==> src/rtl/mult_share_pkg.sv <==
// Shared constants and FSM state type for the multiplier-sharing controller.
// The multiplier is 11x8 signed with a fixed 8-cycle latency and a 19-bit result.
package mult_share_pkg;

  localparam int MUL_LAT = 8;
  localparam int N1_W    = 11;
  localparam int N2_W    = 8;
  localparam int RES_W   = 19;

  typedef enum logic [1:0] {
    RUN   = 2'd0,
    DRAIN = 2'd1,
    HALT  = 2'd2
  } state_e;

endpackage

==> src/rtl/mult_tag_pipe.sv <==
// LAT-deep {valid, id} delay line that shadows the shared multiplier pipeline.
// Both fields are cleared on reset so in-flight products are never reported.
module mult_tag_pipe #(
  parameter int LAT = 8,
  parameter int IDW = 2
) (
  input  logic           clk,
  input  logic           rst_n,
  input  logic           in_vld,
  input  logic [IDW-1:0] in_id,
  output logic           out_vld,
  output logic [IDW-1:0] out_id
);

  logic [LAT-1:0] vld_p;
  logic [IDW-1:0] id_p [LAT];

  // stage 0 captures the issue; stage LAT-1 lines up with the multiplier result
  always_ff @(posedge clk or negedge rst_n) begin
    if (!rst_n) begin
      vld_p <= '0;
      for (int i = 0; i < LAT; i++) id_p[i] <= '0;
    end else begin
      vld_p   <= {vld_p[LAT-2:0], in_vld};
      id_p[0] <= in_id;
      for (int i = 1; i < LAT; i++) id_p[i] <= id_p[i-1];
    end
  end

  assign out_vld = vld_p[LAT-1];
  assign out_id  = id_p[LAT-1];

endmodule

==> src/rtl/mult_share_ctrl.sv <==
// Round-robin scheduler sharing one pipelined 11x8 signed multiplier among NREQ
// requesters, with result tagging and a drain handshake for quiescing.
module mult_share_ctrl
  import mult_share_pkg::*;
#(
  parameter int NREQ = 4,
  parameter int LAT  = MUL_LAT,
  parameter int IDW  = $clog2(NREQ)
) (
  input  logic                     clk,
  input  logic                     rst_n,
  input  logic [NREQ-1:0]          req,
  input  logic [NREQ*N1_W-1:0]     a_in,
  input  logic [NREQ*N2_W-1:0]     b_in,
  output logic [NREQ-1:0]          gnt,
  output logic signed [N1_W-1:0]   mul_n1,
  output logic signed [N2_W-1:0]   mul_n2,
  input  logic signed [RES_W-1:0]  mul_result,
  output logic                     rsp_valid,
  output logic [IDW-1:0]           rsp_id,
  output logic signed [RES_W-1:0]  rsp_result,
  input  logic                     drain_req,
  output logic                     drained,
  output logic [3:0]               inflight
);

  state_e         state;
  logic [IDW-1:0] rr_ptr;
  logic [IDW-1:0] win;
  logic [IDW-1:0] idx;
  logic           found;
  logic           issue;
  logic [3:0]     inflight_nxt;

  function automatic logic [IDW-1:0] ptr_inc(input logic [IDW-1:0] p);
    return (p == IDW'(NREQ-1)) ? '0 : p + 1'b1;
  endfunction

  // Rotating-priority search starting at rr_ptr
  always_comb begin
    found = 1'b0;
    win   = '0;
    idx   = rr_ptr;
    for (int k = 0; k < NREQ; k++) begin
      if (!found && req[idx]) begin
        found = 1'b1;
        win   = idx;
      end
      idx = ptr_inc(idx);
    end
  end

  // Reset also blocks issue so nothing enters the multiplier while held in reset
  assign issue = rst_n && found && (state == RUN) && !drain_req;

  // Grant and operand mux for the issue cycle; operands are zero otherwise
  always_comb begin
    gnt    = '0;
    mul_n1 = '0;
    mul_n2 = '0;
    for (int i = 0; i < NREQ; i++) begin
      if (issue && (win == IDW'(i))) begin
        gnt[i] = 1'b1;
        mul_n1 = a_in[N1_W*i +: N1_W];
        mul_n2 = b_in[N2_W*i +: N2_W];
      end
    end
  end

  always_ff @(posedge clk or negedge rst_n) begin
    if (!rst_n)     rr_ptr <= '0;
    else if (issue) rr_ptr <= ptr_inc(win);
  end

  always_comb begin
    case ({issue, rsp_valid})
      2'b10:   inflight_nxt = inflight + 4'd1;
      2'b01:   inflight_nxt = inflight - 4'd1;
      default: inflight_nxt = inflight;
    endcase
  end

  always_ff @(posedge clk or negedge rst_n) begin
    if (!rst_n) inflight <= '0;
    else        inflight <= inflight_nxt;
  end

  always_ff @(posedge clk or negedge rst_n) begin
    if (!rst_n) begin
      state   <= RUN;
      drained <= 1'b0;
    end else begin
      case (state)
        RUN: begin
          if (drain_req) state <= DRAIN;
        end
        DRAIN: begin
          if ((inflight == 4'd0) || (inflight_nxt == 4'd0)) begin
            state   <= HALT;
            drained <= 1'b1;
          end
        end
        HALT: begin
          if (!drain_req) begin
            state   <= RUN;
            drained <= 1'b0;
          end
        end
        default: begin
          state   <= RUN;
          drained <= 1'b0;
        end
      endcase
    end
  end

  // Tag delay line runs in lockstep with the external multiplier
  mult_tag_pipe #(
    .LAT (LAT),
    .IDW (IDW)
  ) u_tag_pipe (
    .clk     (clk),
    .rst_n   (rst_n),
    .in_vld  (issue),
    .in_id   (win),
    .out_vld (rsp_valid),
    .out_id  (rsp_id)
  );

  assign rsp_result = rsp_valid ? mul_result : '0;

endmodule

==> config.mk <==
export PLATFORM = sky130hd
export DESIGN_NAME = mult_share_ctrl
export DESIGN_NICKNAME = d
export VERILOG_FILES = /design/src/rtl/mult_share_pkg.sv /design/src/rtl/mult_tag_pipe.sv /design/src/rtl/mult_share_ctrl.sv
export SDC_FILE = /design/constraint.sdc
export NUM_CORES = 1
export LEC_CHECK = 0
export BUFFER_PORTS_ARGS = -buffer_cell sky130_fd_sc_hd__buf_2
export CAP_MARGIN = 10
export CORE_ASPECT_RATIO = 1.1
export CORE_MARGIN = 2
export CORE_UTILIZATION = 47
export DETAILED_ROUTE_END_ITERATION = 8
export GPL_ROUTABILITY_DRIVEN = 1
export GPL_TIMING_DRIVEN = 0
export PLACE_DENSITY = 0.95
export SYNTH_ARGS = -nofsm -noshare
export SYNTH_HDL_FRONTEND = slang
export SYNTH_SLANG_ARGS = --single-unit
==> constraint.sdc <==
create_clock -name clk -period 5.09 [get_ports clk]
set_input_delay 0.509 -clock clk [delete_from_list [all_inputs] [get_ports clk]]
set_output_delay 0.509 -clock clk [all_outputs]
set_load 0.03 [all_outputs]
==> results of run 1 <==
## worst min-delay path by stage
stage / start / to / slack, ns / cells past startpoint
4_1_cts: rst_n / u_tag_pipe.id_p[11]$_DFF_PN0_ / 0.31 / 1
3_3_place_gp: u_tag_pipe.id_p[15]$_DFF_PN0_ / u_tag_pipe.id_p[13]$_DFF_PN0_ / 0.33 / 0
3_5_place_dp: u_tag_pipe.id_p[3]$_DFF_PN0_ / u_tag_pipe.out_id[1]$_DFF_PN0_ / 0.33 / 0
5_1_grt: rst_n / u_tag_pipe.out_id[0]$_DFF_PN0_ / 0.34 / 1
6_report: rst_n / u_tag_pipe.id_p[10]$_DFF_PN0_ / 0.28 / 1
2_1_floorplan: rst_n / drained$_DFFE_PN0P_ / 0.21 / 0
## Yosys cell counts, types with 3 or more instances
library cell   n  area, sq um
nor2b_1        3         18.8
o211a_1       17          170
o211ai_1      17          128
inv_1          5         18.8
nand3_1        4         20.0
nor2_1        36          135
dfrtp_1       33          826
o21ai_0        8         40.0
a221oi_1       3         26.3
buf_2          4         20.0
mux2i_1        4         40.0
nand2_1       44          165
a21oi_1       23          115
and2_1        19          119
clkbuf_1      15         56.3
mux2_2         3         33.8
ha_1           8          100
## worst max-delay path, stage by stage (launching register included)
cell	delay (ns)
dfrtp_1	0.47
ha_1	0.42
clkbuf_1	0.33
nand2b_1	0.18
a21oi_1	0.08
o31ai_1	0.38
inv_1	0.10
o21ai_0	0.19
ha_1	0.25
clkbuf_1	0.36
clkbuf_1	0.39
nand2_1	0.11
o211ai_1	0.11
o211a_1	0.17
a21oi_1	0.04
nor2_1	0.14
buf_2	0.22
## registers in the layout (all words and copies together) (netlist names)
name and cells:
u_tag_pipe.id_p 14, drained 1, state 2, inflight 4, u_tag_pipe.vld_p 8, rr_ptr 2, u_tag_pipe.out_id 2
## logic make-up after synthesis
group / count (synthesis) / share of synthesized area [%]
AO/OA/AOI/OAI: 85 / 27.0
XOR/XNOR: 2 / 0.730
adder cells (fa/ha/maj): 9 / 5.00
buffers and inverters: 32 / 6.15
flip-flops: 33 / 34.4
multiplexers: 8 / 3.54
AND/OR/NAND/NOR: 120 / 23.1
## through the flow
step                      cells  setup slack (ns)  total power, mW  instance area (sq um)  util (%)
after CTS                   503             0.363             2.58                   3330      67.1
after detailed placement    495             0.671             2.31                   3210      64.7
final                       503             0.361             2.59                   3330      67.1
after floorplan             289              1.29             1.89                   2400         -
after global routing        503            0.0776             2.82                   3330      67.1
after global placement      495             0.882             2.23                   3210      64.7
## power by group through the flow
stage / Combinational [mW] / Sequential (mW) / Clock (mW)
3_5_place_dp: 1.87 / 0.442 / 0
3_3_place_gp: 1.80 / 0.434 / 0
2_1_floorplan: 1.42 / 0.468 / 0
4_1_cts: 1.88 / 0.439 / 0.253
5_1_grt: 2.10 / 0.451 / 0.270
6_report: 1.90 / 0.438 / 0.249
## area by class of cell
class | count | area (sq um) | area share (%)
multi-input cells | 224 | 1430 | 42.8
flip-flops and latches | 33 | 826 | 24.8
repair buffers | 148 | 741 | 22.2
plain buffers | 24 | 119 | 3.57
clock buffers | 7 | 86.3 | 2.59
well taps | 58 | 72.6 | 2.18
clock inverters | 1 | 30.0 | 0.901
inverters | 8 | 30.0 | 0.901
## routing by layer
layer	up-vias	track usage (%)	part of all wire, %
met1	1295	26.0	36
met2	163	45.1	54
met5	-	0	0
met4	0	7.74	2.0
met3	18	4.31	8.2
li1	1325	-	-
## placed cells by master (no fill, tap or decap), drive strengths merged, types with 2 or more instances in the layout
| cell | instances |
|---|---|
| mux2 | 4 |
| xnor2 | 2 |
| and3 | 2 |
| o22ai | 2 |
| o22a | 2 |
| nand2 | 44 |
| clkbuf | 22 |
| nor2 | 38 |
| ha | 8 |
| mux2i | 4 |
| a221oi | 3 |
| buf | 157 |
| a211oi | 2 |
| nand2b | 2 |
| nor3b | 2 |
| inv | 7 |
| o21ai | 9 |
| and2 | 19 |
| nor2b | 3 |
| nor3 | 2 |
| a21oi | 23 |
| dfrtp | 33 |
| o211ai | 17 |
| o211a | 17 |
| nand3 | 4 |
==> metrics.md, run 1 <==
| Metric | Value |
|---|---|
| Reg-to-Reg End | drained$_DFFE_PN0P_ |
| Fin crit period | 4.73 ns |
| Combinational Power Share | 73.4% |
| CP arrival | 4.22 ns |
| Worst IR Drop VDD | 0.554 mV |
| Post-CTS setup repair buffer count | 0 |
| Drt total wl | 6970 microns |
| Post_cts resized | 0 |
| Internal | 1.28 mW |
| Clk root buf | clkbuf_8 |
| Clock power share | 9.6% |
| Initial Util | 48.3% |
| WP data required | 4.58 ns |
| Worst setup EP type | primary output |
| WS Path Type | reg -> out |
| Layout cells sized above 1 | 39.3% |
| Ys async rst share | 100% |
| Yosys warns | 0 |
| DRT iter0 DRCs | 92 |
| Final setup violation count | 0 |
| Clk slew on worst S/H paths | 0.07 ns |
| Seq/Total Area, Yosys | 34.4% |
| Sw frac | 50.6% |
| Via count | 2801 |
| Reg power frac | 16.9% |
| Routed length per instance | 13.9 microns |
| Area Growth Syn to Fin | 38.8% |
| Rows | 27 |
| Cells after Synth | 289 |
| First-pass DRT Iterations | 4 |
| Pwr dens | 777 nW/um^2 |
| Hold slack final | 0.284 ns |
| Slew Viols, Final | 0 |
| Max FO, Critical Path | 10 |
| Dpl hpwl | 5510 microns |
| DRC Markers | 0 |
| Leakage | 1.80 nW |
| FF-to-FF setup slack | 1.15 ns |
| TritonCTS buffer count | 5 |
| Synthesized flop and latch total | 33 |
| Netlist Area Pre-Place | 2400 sq um |
| Syn_area_per_cell | 8.31 sq um |
| Core area | 4970 sq um |
| Ys flop type | dfrtp_1 |
| Final Wtd Congestion | 0.794 |
| Reg2Reg Launch Point | rr_ptr[1]$_DFFE_PN0P_ |
| Final nets | 555 |
| Setup crit start kind | flop |
| TritonCTS Sinks | 33 |
| TritonCTS clock tree | done |
| Switching pwr | 1.31 mW |
| Gr ovfl total | 0 |
| Max Cap Viol | 0 |
| Worst-Margin Slew | 0.706 ns |
| Hold violation count in the final report | 0 |
| Setup crit end | mul_n1[6] |
| Total die area | 5700 sq um |
| Clock buffer depth | 2 |
| Final Cycle Share | 92.9% |
| Tot GR Track Use | 23.7% |
| Diodes inserted | 0 |
| Max Freq | 0.211 GHz |
| Synth cell types | 50 |
| H-tree depth | 2 |
| Port bufs | 148 |
| Reg2Reg Depth | 13 |
| Post-synth EDFFs | 0 |
| Number of nets with antenna violations after routing | 0 |
| Status | completed |
| Initial antenna violation count | 0 |
| Unrepaired setup endpoints after global routing | no |
| Final setup TNS | 0 ns |
| Via density per instance | 5.57 |
| Filler cells | 419 |
| Slew margin rel. | 53.0% |
| Syn nets | 400 |
| Largest net degree at the start of global routing | 35 |
| Fin Clk Skew | 0.00569 ns |
| First-pass GRT wire length | 10900 microns |
| DIE WIDTH | 72.2 microns |
| Io pins | 152 |
| Critical path startpoint | rr_ptr[1]$_DFFE_PN0P_ |
| Clk Latency, worst-skew pair | 0.28 ns |
| Hold crit path type | in -> async |
| Die height | 79.0 microns |
| Post-CTS Hold Buffers | 0 |
| Vias in the first global route | 2539 |
Note: power is estimated with default switching activity, not from simulation.
==> run 2: changes to the inputs <==
CORE_UTILIZATION = 48   (was 47)
CTS_BUF_LIST = sky130_fd_sc_hd__clkbuf_8   (was default)
==> run 2 against run 1 <==
  * Worst setup slack better by 0.060 ns
  * Largest cell class unchanged
  * Highest routed layer unchanged
  * Maximum frequency is 1.3% higher
  * Sequential cell count stayed put
  * Largest power group unchanged
  * Critical path type unchanged
  * Core utilization is 0.90 points higher
  * Non-clock buffer count stayed put
  * Sequential power hardly changed
  * Cell count stayed put
  * First-iteration DRC count is 50% higher
==> metrics.md, run 2 (synthesis gave the netlist of run 1 again) <==
| Metric | Value |
|---|---|
| Status | completed |
| Drt total wl | 6750 microns (-3.1%) |
| Setup crit start kind | flop |
| Hold crit path type | in -> async |
| TritonCTS clock tree | done |
| Gr ovfl total | 0 (unchanged) |
| Max Freq | 0.214 GHz (+1.3%) |
| Slew Viols, Final | 0 (unchanged) |
| Clk slew on worst S/H paths | 0.07 ns (about the same) |
| Hold violation count in the final report | 0 (unchanged) |
| Post-Layout Inst Area | 3330 sq um (about the same) |
| Most flops, register | u_tag_pipe.id_p |
| Buf+Inv Stages, Crit Path | 5 (unchanged) |
| Leakage | 1.80 nW (about the same) |
| Post-CTS setup repair buffer count | 0 (unchanged) |
| Initial antenna violation count | 0 (unchanged) |
| Slowest stage cell, crit path | dfrtp_1 |
| Initial Util | 49.0% (+0.67 points) |
| Max FFs per register | 14 (unchanged) |
| Via density per instance | 5.44 (-2.3%) |
| Most frequent CP cell | clkbuf_1 |
| Worst IR Drop VDD | 0.531 mV (-4.2%) |
| Diodes inserted | 0 (unchanged) |
| Final Wtd Congestion | 0.835 (+5.2%) |
| TritonCTS buffer count | 5 (unchanged) |
| TritonCTS Sinks | 33 (unchanged) |
| Worst-Margin Slew | 0.690 ns (-0.0159 ns) |
| Final setup violation count | 0 (unchanged) |
| Final setup TNS | 0 ns (unchanged) |
| First-pass GRT wire length | 10600 microns (-2.3%) |
| Crit-path cells | ha_1 > clkbuf_1 > nand2b_1 > a21oi_1 > o31ai_1 > inv_1 > o21ai_0 > ha_1 > clkbuf_1 > clkbuf_1 > nand2_1 > o211ai_1 > o211a_1 > a21oi_1 > nor2_1 > buf_2 |
| Number of nets with antenna violations after routing | 0 (unchanged) |
| Commonest cells after routing, fill and taps aside | 152 x buf_2, 44 x nand2_1, 36 x nor2_1 |
| Largest registers | u_tag_pipe.id_p: 14 flops, u_tag_pipe.vld_p: 8 flops, inflight: 4 flops |
| Routed length per instance | 13.4 microns (-3.1%) |
| WS Path Type | reg -> out |
| Max FO, Critical Path | 10 (unchanged) |
| Clk Latency, worst-skew pair | 0.28 ns (about the same) |
| DIE WIDTH | 71.4 microns (-0.99%) |
| Rows | 27 (unchanged) |
| Largest net degree at the start of global routing | 35 (unchanged) |
| Clk root buf | clkbuf_8 |
| Post-CTS Hold Buffers | 0 (unchanged) |
| First-pass DRT Iterations | 4 (unchanged) |
| Port bufs | 148 (unchanged) |
| Tot GR Track Use | 23.7% (-0.079 points) |
| Placed Area | 3210 sq um (unchanged) |
| Io pins | 152 (unchanged) |
| Max Cap Viol | 0 (unchanged) |
| DRC Markers | 0 (unchanged) |
| CP arrival | 4.16 ns (-0.06 ns) |
| Fin Clk Skew | 0.00816 ns (+0.00247 ns) |
| Post_cts resized | 0 (unchanged) |
| Total die area | 5580 sq um (-2.0%) |
| Area Growth Syn to Fin | 38.7% (about the same) |
| Clock buffer depth | 2 (unchanged) |
| Place WS | 0.792 ns (+0.121 ns) |
| Die height | 78.2 microns (-1.0%) |
| WP data required | 4.58 ns (about the same) |
| Dpl hpwl | 5380 microns (-2.3%) |
| Fin crit period | 4.67 ns (-0.0603 ns) |
| DRT iter0 DRCs | 138 (+50%) |
| Vias in the first global route | 2562 (+0.91%) |
| Delay-heaviest family, CP | buffers and inverters |
| Worst setup EP type | primary output |
| Critical Path Max Stage Delay | 0.47 ns (about the same) |
| Final nets | 555 (unchanged) |
| Most common cell after layout, fill and taps aside | buf_2 |
| Layout cells sized above 1 | 39.1% (-0.22 points) |
| Final Cycle Share | 91.7% (-1.2 points) |
| H-tree depth | 2 (unchanged) |
| Slew margin rel. | 54.0% (+1.1 points) |
| Pwr dens | 773 nW/um^2 (-0.45%) |
| Core area | 4900 sq um (-1.4%) |
| Via count | 2736 (-2.3%) |
| Final setup margin | 0.421 ns (+0.0603 ns) |
| Unrepaired setup endpoints after global routing | no |
[run 2: cell types whose count changed in the layout (fill, tap and decap cells not counted)]
cell / previous run / this run
inv_1: 5 / 6
clkbuf_2: 1 / 0
[run 2: layout make-up]
cell class / instances / area (sq um)
clock buffer: 6 / 82.6
buffer: 24 / 118
tap: 58 / 72.6
sequential: 33 / 826
fill: 399 / 1570
inverter: 8 / 30.0
timing repair buffer: 148 / 741
multi-input combinational: 224 / 1430
clock inverter: 2 / 33.8
[run 2: through the flow]
stage / std cells / hold WS (ns) / utilization, % / power, mW
after floorplan: 289 / 0.213 / - / 1.89
after global placement: 495 / 0.333 / 65.6 / 2.25
after detailed placement: 495 / 0.335 / 65.6 / 2.32
after CTS: 503 / 0.289 / 68.0 / 2.57
after global routing: 503 / 0.327 / 68.0 / 2.79
final: 503 / 0.265 / 68.0 / 2.58
[run 2: final timing paths]
check / from / to / slack, ns / depth (start not counted)
max reg2reg: rr_ptr[1]$_DFFE_PN0P_ / state[1]$_DFFE_PN0P_ / 1.25 / 13
min: rst_n / u_tag_pipe.vld_p[7]$_DFF_PN0_ / 0.26 / 1
max: rr_ptr[1]$_DFFE_PN0P_ / mul_n1[2] / 0.42 / 16
min reg2reg: u_tag_pipe.id_p[12]$_DFF_PN0_ / u_tag_pipe.id_p[10]$_DFF_PN0_ / 0.35 / 0
max in group asynchronous: rst_n / rr_ptr[1]$_DFFE_PN0P_ / 4.37 / 1
min in group clk: u_tag_pipe.id_p[12]$_DFF_PN0_ / u_tag_pipe.id_p[10]$_DFF_PN0_ / 0.35 / 0
[run 2: metal layers]
metal,track usage (%),up-vias,share of wire [%]
met4,10.4,0,1.9
met3,5.13,16,9.6
met5,0,-,0
met1,24.8,1242,36
li1,-,1321,-
met2,44.4,157,52
[run 2: where the power goes]
group	total, mW	switching, mW	internal, mW	leakage, nW
logic	1.89	1.14	0.747	1.33
registers	0.438	0.0665	0.372	0.414
clock network	0.247	0.0894	0.157	0.0626
total	2.58	1.30	1.28	1.80
==> run 3: changes to the inputs <==
PLACE_DENSITY = 0.89   (was 0.95)
==> run 3 against run 2 <==
  * Critical path depth decreased by 1
  * Worst hold slack improved by 0.0058 ns
  * Clock power about the same
  * Power decreased by 0.78%
  * Largest power group unchanged
==> metrics.md, run 3 (synthesis gave the netlist of run 1 again) <==
| Metric | Value |
|---|---|
| Setup crit start kind | flop |
| DIE WIDTH | 71.4 microns (unchanged) |
| Drt total wl | 6660 microns (-1.4%) |
| Via density per instance | 5.41 (-0.48%) |
| Worst IR Drop VDD | 0.560 mV (+5.4%) |
| Hold crit path type | in -> async |
| Pwr dens | 767 nW/um^2 (-0.75%) |
| Clk root buf | clkbuf_8 |
| Fin crit period | 4.59 ns (-0.0786 ns) |
| Sw frac | 50.5% (+0.093 points) |
| First-pass DRT Iterations | 4 (unchanged) |
| Switching pwr | 1.29 mW (-0.60%) |
| Rows | 27 (unchanged) |
| Final Wtd Congestion | 0.829 (-0.77%) |
| Port bufs | 148 (unchanged) |
| Final nets | 555 (unchanged) |
| Post-CTS Hold Buffers | 0 (unchanged) |
| Tot GR Track Use | 23.1% (-0.55 points) |
| H-tree depth | 2 (unchanged) |
| Post_cts resized | 0 (unchanged) |
| Io pins | 152 (unchanged) |
| Clock power share | 9.6% (about the same) |
| Die height | 78.2 microns (unchanged) |
| Total die area | 5580 sq um (unchanged) |
| Routed length per instance | 13.2 microns (-1.4%) |
| Max FO, Critical Path | 10 (unchanged) |
| Power Total | 2.56 mW (-0.78%) |
| Final setup TNS | 0 ns (unchanged) |
| Via count | 2723 (-0.48%) |
| Dpl hpwl | 5240 microns (-2.6%) |
| Post-Place Cells | 495 (unchanged) |
| First-pass GRT wire length | 10500 microns (-1.2%) |
| Hold violation count in the final report | 0 (unchanged) |
| Diodes inserted | 0 (unchanged) |
| Unrepaired setup endpoints after global routing | no |
| Clk slew on worst S/H paths | 0.07 ns (about the same) |
| Largest net degree at the start of global routing | 35 (unchanged) |
| Area Growth Syn to Fin | 38.7% (about the same) |
| Reg power frac | 17.1% (about the same) |
| Worst-Margin Slew | 0.702 ns (+0.0120 ns) |
| Largest registers | u_tag_pipe.id_p: 14 flops, u_tag_pipe.vld_p: 8 flops, inflight: 4 flops |
| Number of nets with antenna violations after routing | 0 (unchanged) |
| Core area | 4900 sq um (unchanged) |
| Leakage | 1.80 nW (-0.46%) |
| CP arrival | 4.08 ns (-0.08 ns) |
| Vias in the first global route | 2546 (-0.62%) |
| Combinational Power Share | 73.3% (about the same) |
| DRT iter0 DRCs | 82 (-41%) |
| Post-CTS setup repair buffer count | 0 (unchanged) |
| TritonCTS clock tree | done |
| TritonCTS buffer count | 5 (unchanged) |
| FF-to-FF setup slack | 1.26 ns (about the same) |
| Max FFs per register | 14 (unchanged) |
| Max Freq | 0.218 GHz (+1.7%) |
| Commonest cells after routing, fill and taps aside | 152 x buf_2, 44 x nand2_1, 36 x nor2_1 |
| Status | completed |
| Clock buffer depth | 2 (unchanged) |
| DRC Markers | 0 (unchanged) |
| Gr ovfl total | 0 (unchanged) |
| Hold slack final | 0.271 ns (+0.00581 ns) |
| Non-Filler Instances | 503 (unchanged) |
| Most flops, register | u_tag_pipe.id_p |
| Max Cap Viol | 0 (unchanged) |
| Most common cell after layout, fill and taps aside | buf_2 |
| Final setup violation count | 0 (unchanged) |
| WP data required | 4.58 ns (about the same) |
| Fin Clk Skew | 0.00874 ns (+0.000586 ns) |
| Clk Latency, worst-skew pair | 0.28 ns (about the same) |
| Final Util | 68.0% (about the same) |
| Initial antenna violation count | 0 (unchanged) |
| WS Path Type | reg -> out |
| Layout cells sized above 1 | 39.3% (+0.22 points) |
| Worst setup EP type | primary output |
| Slew margin rel. | 52.6% (-1.5 points) |
| Internal | 1.26 mW (-0.97%) |
| Final Cycle Share | 90.2% (-1.5 points) |
| Initial Util | 49.0% (unchanged) |
| TritonCTS Sinks | 33 (unchanged) |
| Slew Viols, Final | 0 (unchanged) |
## run 3: routing by layer
layer | vias up | share of wire [%] | GRT usage [%]
met1 | 1249 | 36 | 24.6
met3 | 14 | 9.6 | 4.11
met2 | 139 | 53 | 44.1
li1 | 1321 | - | -
met5 | - | 0 | 0
met4 | 0 | 1.6 | 9.06
## run 3: critical path, stage by stage, from the launching register on
cell	delay, ns
dfrtp_1	0.46
ha_1	0.41
clkbuf_1	0.31
nand2b_1	0.19
a21oi_1	0.07
o31ai_1	0.35
inv_1	0.10
o21ai_0	0.16
ha_1	0.23
clkbuf_1	0.35
clkbuf_1	0.43
a221oi_1	0.19
nor3_1	0.19
a21oi_1	0.06
nor2_1	0.09
buf_2	0.20
## run 3: layout make-up
class                      count  area (sq um)
timing repair buffer         148           741
tap                           58          72.6
sequential                    33           826
inverter                       8          30.0
clock buffer                   5          68.8
multi-input combinational    224          1430
buffer                        24           118
clock inverter                 3          46.3
fill                         399          1570
## run 3: path summary, 6_finish.rpt
kind | start | to | depth (start not counted)
hold reg to reg | u_tag_pipe.vld_p[0]$_DFF_PN0_ | u_tag_pipe.vld_p[1]$_DFF_PN0_ | 0
setup / recovery | rr_ptr[1]$_DFFE_PN0P_ | mul_n1[10] | 15
max in group asynchronous | rst_n | u_tag_pipe.id_p[7]$_DFF_PN0_ | 1
min in group clk | u_tag_pipe.vld_p[0]$_DFF_PN0_ | u_tag_pipe.vld_p[1]$_DFF_PN0_ | 0
hold / removal | rst_n | u_tag_pipe.vld_p[0]$_DFF_PN0_ | 1
setup reg to reg | rr_ptr[1]$_DFFE_PN0P_ | drained$_DFFE_PN0P_ | 13
## run 3: metrics by stage
step / setup WS (ns) / area (sq um)
floorplan: 1.29 / 2400
global placement: 0.933 / 3210
detailed placement: 0.850 / 3210
CTS: 0.508 / 3330
global route: 0.110 / 3330
finish: 0.499 / 3330
## run 3: power groups by stage
stage                     registers [mW]  clock network (mW)  logic [mW]
after floorplan                    0.468                   0        1.42
final                              0.438               0.244        1.87
after global placement             0.436                   0        1.80
after global routing               0.452               0.263        2.05
after detailed placement           0.445                   0        1.85
after CTS                          0.440               0.252        1.86
